## config.mk

```make
export PLATFORM = sky130hd
export DESIGN_NAME = mac_accum_pipe
export DESIGN_NICKNAME = d
export VERILOG_FILES = /design/src/rtl/mac_accum_pipe.sv
export SDC_FILE = /design/constraint.sdc
export NUM_CORES = 1
export LEC_CHECK = 0
export ABC_AREA = 1
export CELL_PAD_IN_SITES_DETAIL_PLACEMENT = 1
export CELL_PAD_IN_SITES_GLOBAL_PLACEMENT = 2
export CORE_UTILIZATION = 32
export DETAILED_ROUTE_END_ITERATION = 8
export GPL_TIMING_DRIVEN = 0
export PLACE_DENSITY_LB_ADDON = 0.25
export SLEW_MARGIN = 10
export SYNTH_ARGS = -nofsm -noshare
export SYNTH_HDL_FRONTEND = slang
export SYNTH_SLANG_ARGS = --single-unit
```

## constraint.sdc

```tcl
create_clock -name clk -period 2.4 [get_ports clk]
set_clock_uncertainty 0.15 [all_clocks]
set_input_delay 0.48 -clock clk [delete_from_list [all_inputs] [get_ports clk]]
set_output_delay 0.48 -clock clk [all_outputs]
set_load 0.05 [all_outputs]
```

## src/rtl/mac_accum_pipe.sv

```systemverilog
// Two-stage unsigned multiply-accumulate: stage 1 registers a*b, stage 2 folds
// it into a frame accumulator and presents the frame sum over valid/ready.

module mac_bk_adder #(
    parameter int W = 20
) (
    input  logic [W-1:0] x,
    input  logic [W-1:0] y,
    output logic [W-1:0] s,
    output logic         co
);
    localparam int TOP = 1 << ($clog2(W) - 1);

    logic [W-1:0] g, p, gg, pp;

    // Brent-Kung prefix: up-sweep builds power-of-two spans, down-sweep fills the gaps.
    always_comb begin
        g  = x & y;
        p  = x ^ y;
        gg = g;
        pp = p;
        for (int d = 1; d < W; d = d * 2) begin
            for (int i = 2 * d - 1; i < W; i = i + 2 * d) begin
                gg[i] = gg[i] | (pp[i] & gg[i-d]);
                pp[i] = pp[i] & pp[i-d];
            end
        end
        for (int d = TOP; d >= 1; d = d / 2) begin
            for (int i = 3 * d - 1; i < W; i = i + 2 * d) begin
                gg[i] = gg[i] | (pp[i] & gg[i-d]);
                pp[i] = pp[i] & pp[i-d];
            end
        end
        s  = p ^ {gg[W-2:0], 1'b0};
        co = gg[W-1];
    end
endmodule

module mac_accum_pipe #(
    parameter int DATA_W = 8,
    parameter int ACC_W  = 20   // must be >= 2*DATA_W
) (
    input  logic              clk,
    input  logic              rst_n,
    input  logic              clear,
    input  logic              in_valid,
    output logic              in_ready,
    input  logic [DATA_W-1:0] a,
    input  logic [DATA_W-1:0] b,
    input  logic              in_last,
    output logic              out_valid,
    input  logic              out_ready,
    output logic [ACC_W-1:0]  acc_out,
    output logic              overflow
);
    logic                en, accept;
    logic [2*DATA_W-1:0] mul;
    logic                s1_valid, s1_last;
    logic [ACC_W-1:0]    prod, acc, sum;
    logic                ovf_acc, carry;

    assign en       = !(out_valid && !out_ready);
    assign in_ready = en && !clear;
    assign accept   = in_valid && in_ready;
    assign mul      = a * b;

    mac_bk_adder #(.W(ACC_W)) u_add (
        .x  (acc),
        .y  (prod),
        .s  (sum),
        .co (carry)
    );

    always_ff @(posedge clk or negedge rst_n) begin
        if (!rst_n) begin
            s1_valid  <= 1'b0;
            s1_last   <= 1'b0;
            prod      <= '0;
            acc       <= '0;
            ovf_acc   <= 1'b0;
            out_valid <= 1'b0;
            acc_out   <= '0;
            overflow  <= 1'b0;
        end else if (clear) begin
            // Abort drops the in-flight element too; a held result stays put.
            s1_valid <= 1'b0;
            acc      <= '0;
            ovf_acc  <= 1'b0;
            if (en) out_valid <= 1'b0;
        end else if (en) begin
            s1_valid  <= accept;
            out_valid <= s1_valid && s1_last;
            if (accept) begin
                prod    <= ACC_W'(mul);
                s1_last <= in_last;
            end
            if (s1_valid) begin
                if (s1_last) begin
                    acc_out  <= sum;
                    overflow <= ovf_acc | carry;
                    acc      <= '0;
                    ovf_acc  <= 1'b0;
                end else begin
                    acc     <= sum;
                    ovf_acc <= ovf_acc | carry;
                end
            end
        end
    end
endmodule

```

==> results.toml <==
[yosys]
synth-compound-area-share = 0.0786
async_reset_ff_frac = 1.00
synth_simple_gate_area_frac = 0.183
ys_types = 31
synth_adder_area_share = 0.291
synth_largest_area_cell = "dfrtp_1"
yosysWarnings = 0
syn-num-nets = 789
synth-edff-count = 0
yosys-top-cells-area = "dfrtp_1, fa_1, nand2_1, ha_1, inv_1"
synth_mux_area_frac = 0
ys_seq_area_frac = 0.288
synth_xor_area_frac = 0.0231
ys_ff_latch = 61
syn_area_per_cell_um2 = 7.91
synth_ff_type = "dfrtp_1"
synthDominantCellAreaShare = 0.288
synth_area_mm2 = 0.00530
syn_inst = 670
synth_top_family_by_area = "adder cells"

[sta]
hold_viol = 0
setup_slack_ns = -1.31
setup_viol = 20
rsz0062_at_grt = "true"
maxSlewHeadroom = 0.463
final_max_slew_viol_count = 0
fmax_mhz = 269
tns_ns = -14.67
tightest_slew_ns = 0.805
fin_crit_sh = 1.55
period_minus_slack_ns = 3.71

[setup_path]
cpPeakStageDelay_ns = 0.53
path_max_fanout = 5
critPathKind = "in -> reg"
worstPathArrival_ns = 3.83
r2r-start = "prod[0]$_DFFE_PN0P_"
end_kind = "register"
critical_path_required_ns = 2.52
cp.buffers_inverters = 4
r2r_setup_slack_ns = -0.32
worstPathCellList = "clkbuf_16 > nand2_4 > inv_2 > fa_1 > fa_1 > fa_1 > inv_2 > fa_1 > inv_2 > ha_4 > nand2_4 > nor2_4 > nand2_1 > nand2_2 > xor2_2 > nand2_1 > nand2_1"
cp_slowest_cell = "fa_1"
crit_path_frequent_cell = "fa_1"
critPathLaunchType = "input port"
rr_endpoint = "acc[15]$_DFFE_PN0P_"
cp_top_family = "adder cells"
rr_worst_depth = 14

[power]
power_frac_comb = 0.589
seq_power_share = 0.204
power.switching_mw = 3.17
vdd_drop_max_mv = 0.430
clockPowerShare = 0.208
p_sw_frac = 0.441
p_leak_nw = 3.79
internal_power_mw = 4.02
power_density_mw_per_mm2 = 976

[cells_and_area]
final_cells = 949
final_common_cell = "nand2_1"
fin_nets = 847
num-fill-cells = 1875
layout-drive-gt1-share = 0.311
diodes = 0
layout_common_cells = "nand2_1, inv_1, dfrtp_1, ha_1"
syn_to_final_growth_pct = 39.0

[grt]
grt_pass1_vias = 4728
antenna_found_initial = 0
grt_usage = 0.180
grt_pass1_wl_um = 23400
grt_max_degree = 62
overflow = 0

[outcome]
failed_checks = "negative setup slack"
outcome = "complete, but fails checks"

[route]
dr_total_vias = 4365
drc = 0
vias_per_cell = 4.60
final_antenna_net_count = 0
detail_route.first_pass.iterations = 4
drt_iter0_drc = 82
wl_um = 14300
post_drt_wl_per_cell_um = 15.0

[floorplanning]
die_h_um = 131
die-area_mm2 = 0.0171
ios = 45
fp.dieW_um = 131
initial_core_util = 0.331
rows = 46
core_mm2 = 0.0160

[clock_network]
hold_buffers = 0
clkLatencyLatePin_ns = 0.33
numCtsBuffers = 9
clk_pin_slew_worst_paths_ns = 0.05
cts_tree = "yes"
htreeDepth = 3
cts-root-buf = "clkbuf_16"
clock_path_buffers = 2
clock_sinks = 61

[placed_design]
port_buffers = 28
place_ws_ns = -1.74
dpl.hpwl_um = 10800
place_congestion = 0.762
dp_cells = 914

[worst_hold_path]
hp-class = "in -> async"

[flow_run]
drv_cap = 0
registers in the layout, summed over array words and instances (netlist names):
name,cells
s1_valid,1
prod,16
ovf_acc,1
overflow,1
acc,20
s1_last,1
acc_out,20
out_valid,1
synthesized netlist by cell type, types with 2 or more instances:
cell      count
o22ai_1      11
nor2_4        2
o21ai_2       2
buf_2        10
o21ai_1      22
xor2_1        9
nand2_1     187
nand4_1       4
nand3b_1      2
nand2_2       3
a31oi_1       2
nand3_1      16
fa_1         44
xnor2_1       5
inv_2         2
nor2_2        3
a21oi_1      14
o21ai_0      18
o21bai_1      2
dfrtp_1      61
inv_1       159
nor2_1       17
ha_1         53
clkbuf_1     15
per-stage QoR:
stage / utilization / total power, mW / hold WS (ns) / area [µm²]
2_1_floorplan: - / 3.84 / 0.0344 / 5530
3_3_place_gp: 0.380 / 4.64 / 0.314 / 6080
3_5_place_dp: 0.380 / 4.73 / 0.323 / 6080
4_1_cts: 0.436 / 6.78 / 0.120 / 6980
5_1_grt: 0.460 / 7.74 / 0.149 / 7370
6_report: 0.460 / 7.19 / 0.0881 / 7370
per-layer routing:
metal | part of all wire | up-vias | GRT usage
met3 | 0.017 | 7 | 0.0297
met2 | 0.51 | 34 | 0.313
met4 | 0.0051 | 0 | 0.0284
li1 | - | 2141 | -
met5 | 0 | - | 0
met1 | 0.47 | 2183 | 0.238
power groups by stage:
stage	combinational (mW)	sequential, mW	clock, mW
2_1_floorplan	1.97	1.86	0
3_3_place_gp	3.17	1.47	0
3_5_place_dp	3.24	1.49	0
4_1_cts	3.81	1.47	1.51
5_1_grt	4.69	1.50	1.55
6_report	4.23	1.46	1.49
what timing repair did:
item	in CTS	in global routing
cloned	0	0
endpoints found under the setup margin	31	39
resized for setup	105	94
setup buffers	14	6
pin swaps	48	60
worst reg2reg max path, stage by stage, from the launching register on:
cell and delay (ns):
dfrtp_1 0.36, ha_2 0.18, inv_2 0.04, fa_2 0.34, inv_2 0.07, nand3_2 0.07, nand2_2 0.10, nand2_2 0.07
nand2_4 0.10, inv_4 0.05, o21bai_4 0.17, a21oi_2 0.08, fa_2 0.38, xor2_4 0.18, o41ai_2 0.28
how the worst max path moves through the flow:
stage	from	to	slack [ns]	depth (start not counted)
after floorplan	a[2]	prod[10]$_DFFE_PN0P_	-1.39	17
after global placement	a[5]	prod[12]$_DFFE_PN0P_	-1.68	19
after detailed placement	a[5]	prod[12]$_DFFE_PN0P_	-1.74	17
after CTS	a[2]	prod[10]$_DFFE_PN0P_	-1.28	19
after global routing	a[3]	prod[10]$_DFFE_PN0P_	-1.46	19
final	b[7]	prod[10]$_DFFE_PN0P_	-1.31	17
cell type report:
| class | count | area [µm²] | area share |
|---|---|---|---|
| Multi-Input combinational cell | 422 | 3780 | 0.514 |
| Sequential cell | 61 | 1530 | 0.207 |
| Inverter | 161 | 609 | 0.0827 |
| Timing Repair Buffer | 47 | 448 | 0.0608 |
| Buffer | 26 | 384 | 0.0521 |
| Clock buffer | 13 | 280 | 0.0380 |
| Tap cell | 216 | 270 | 0.0367 |
| Clock inverter | 3 | 65.1 | 0.00883 |
kinds of logic (layout without fill, tap and decap cells):
logic type | Yosys count | count (layout)
AOI/OAI and AO/OA | 74 | 74
xor gates and xnor gates | 14 | 14
adders and majority gates | 97 | 97
buffers and inverters | 187 | 250
DFF | 61 | 61
and+or+nand+nor | 237 | 237
Note: power is estimated with default switching activity, not from simulation.
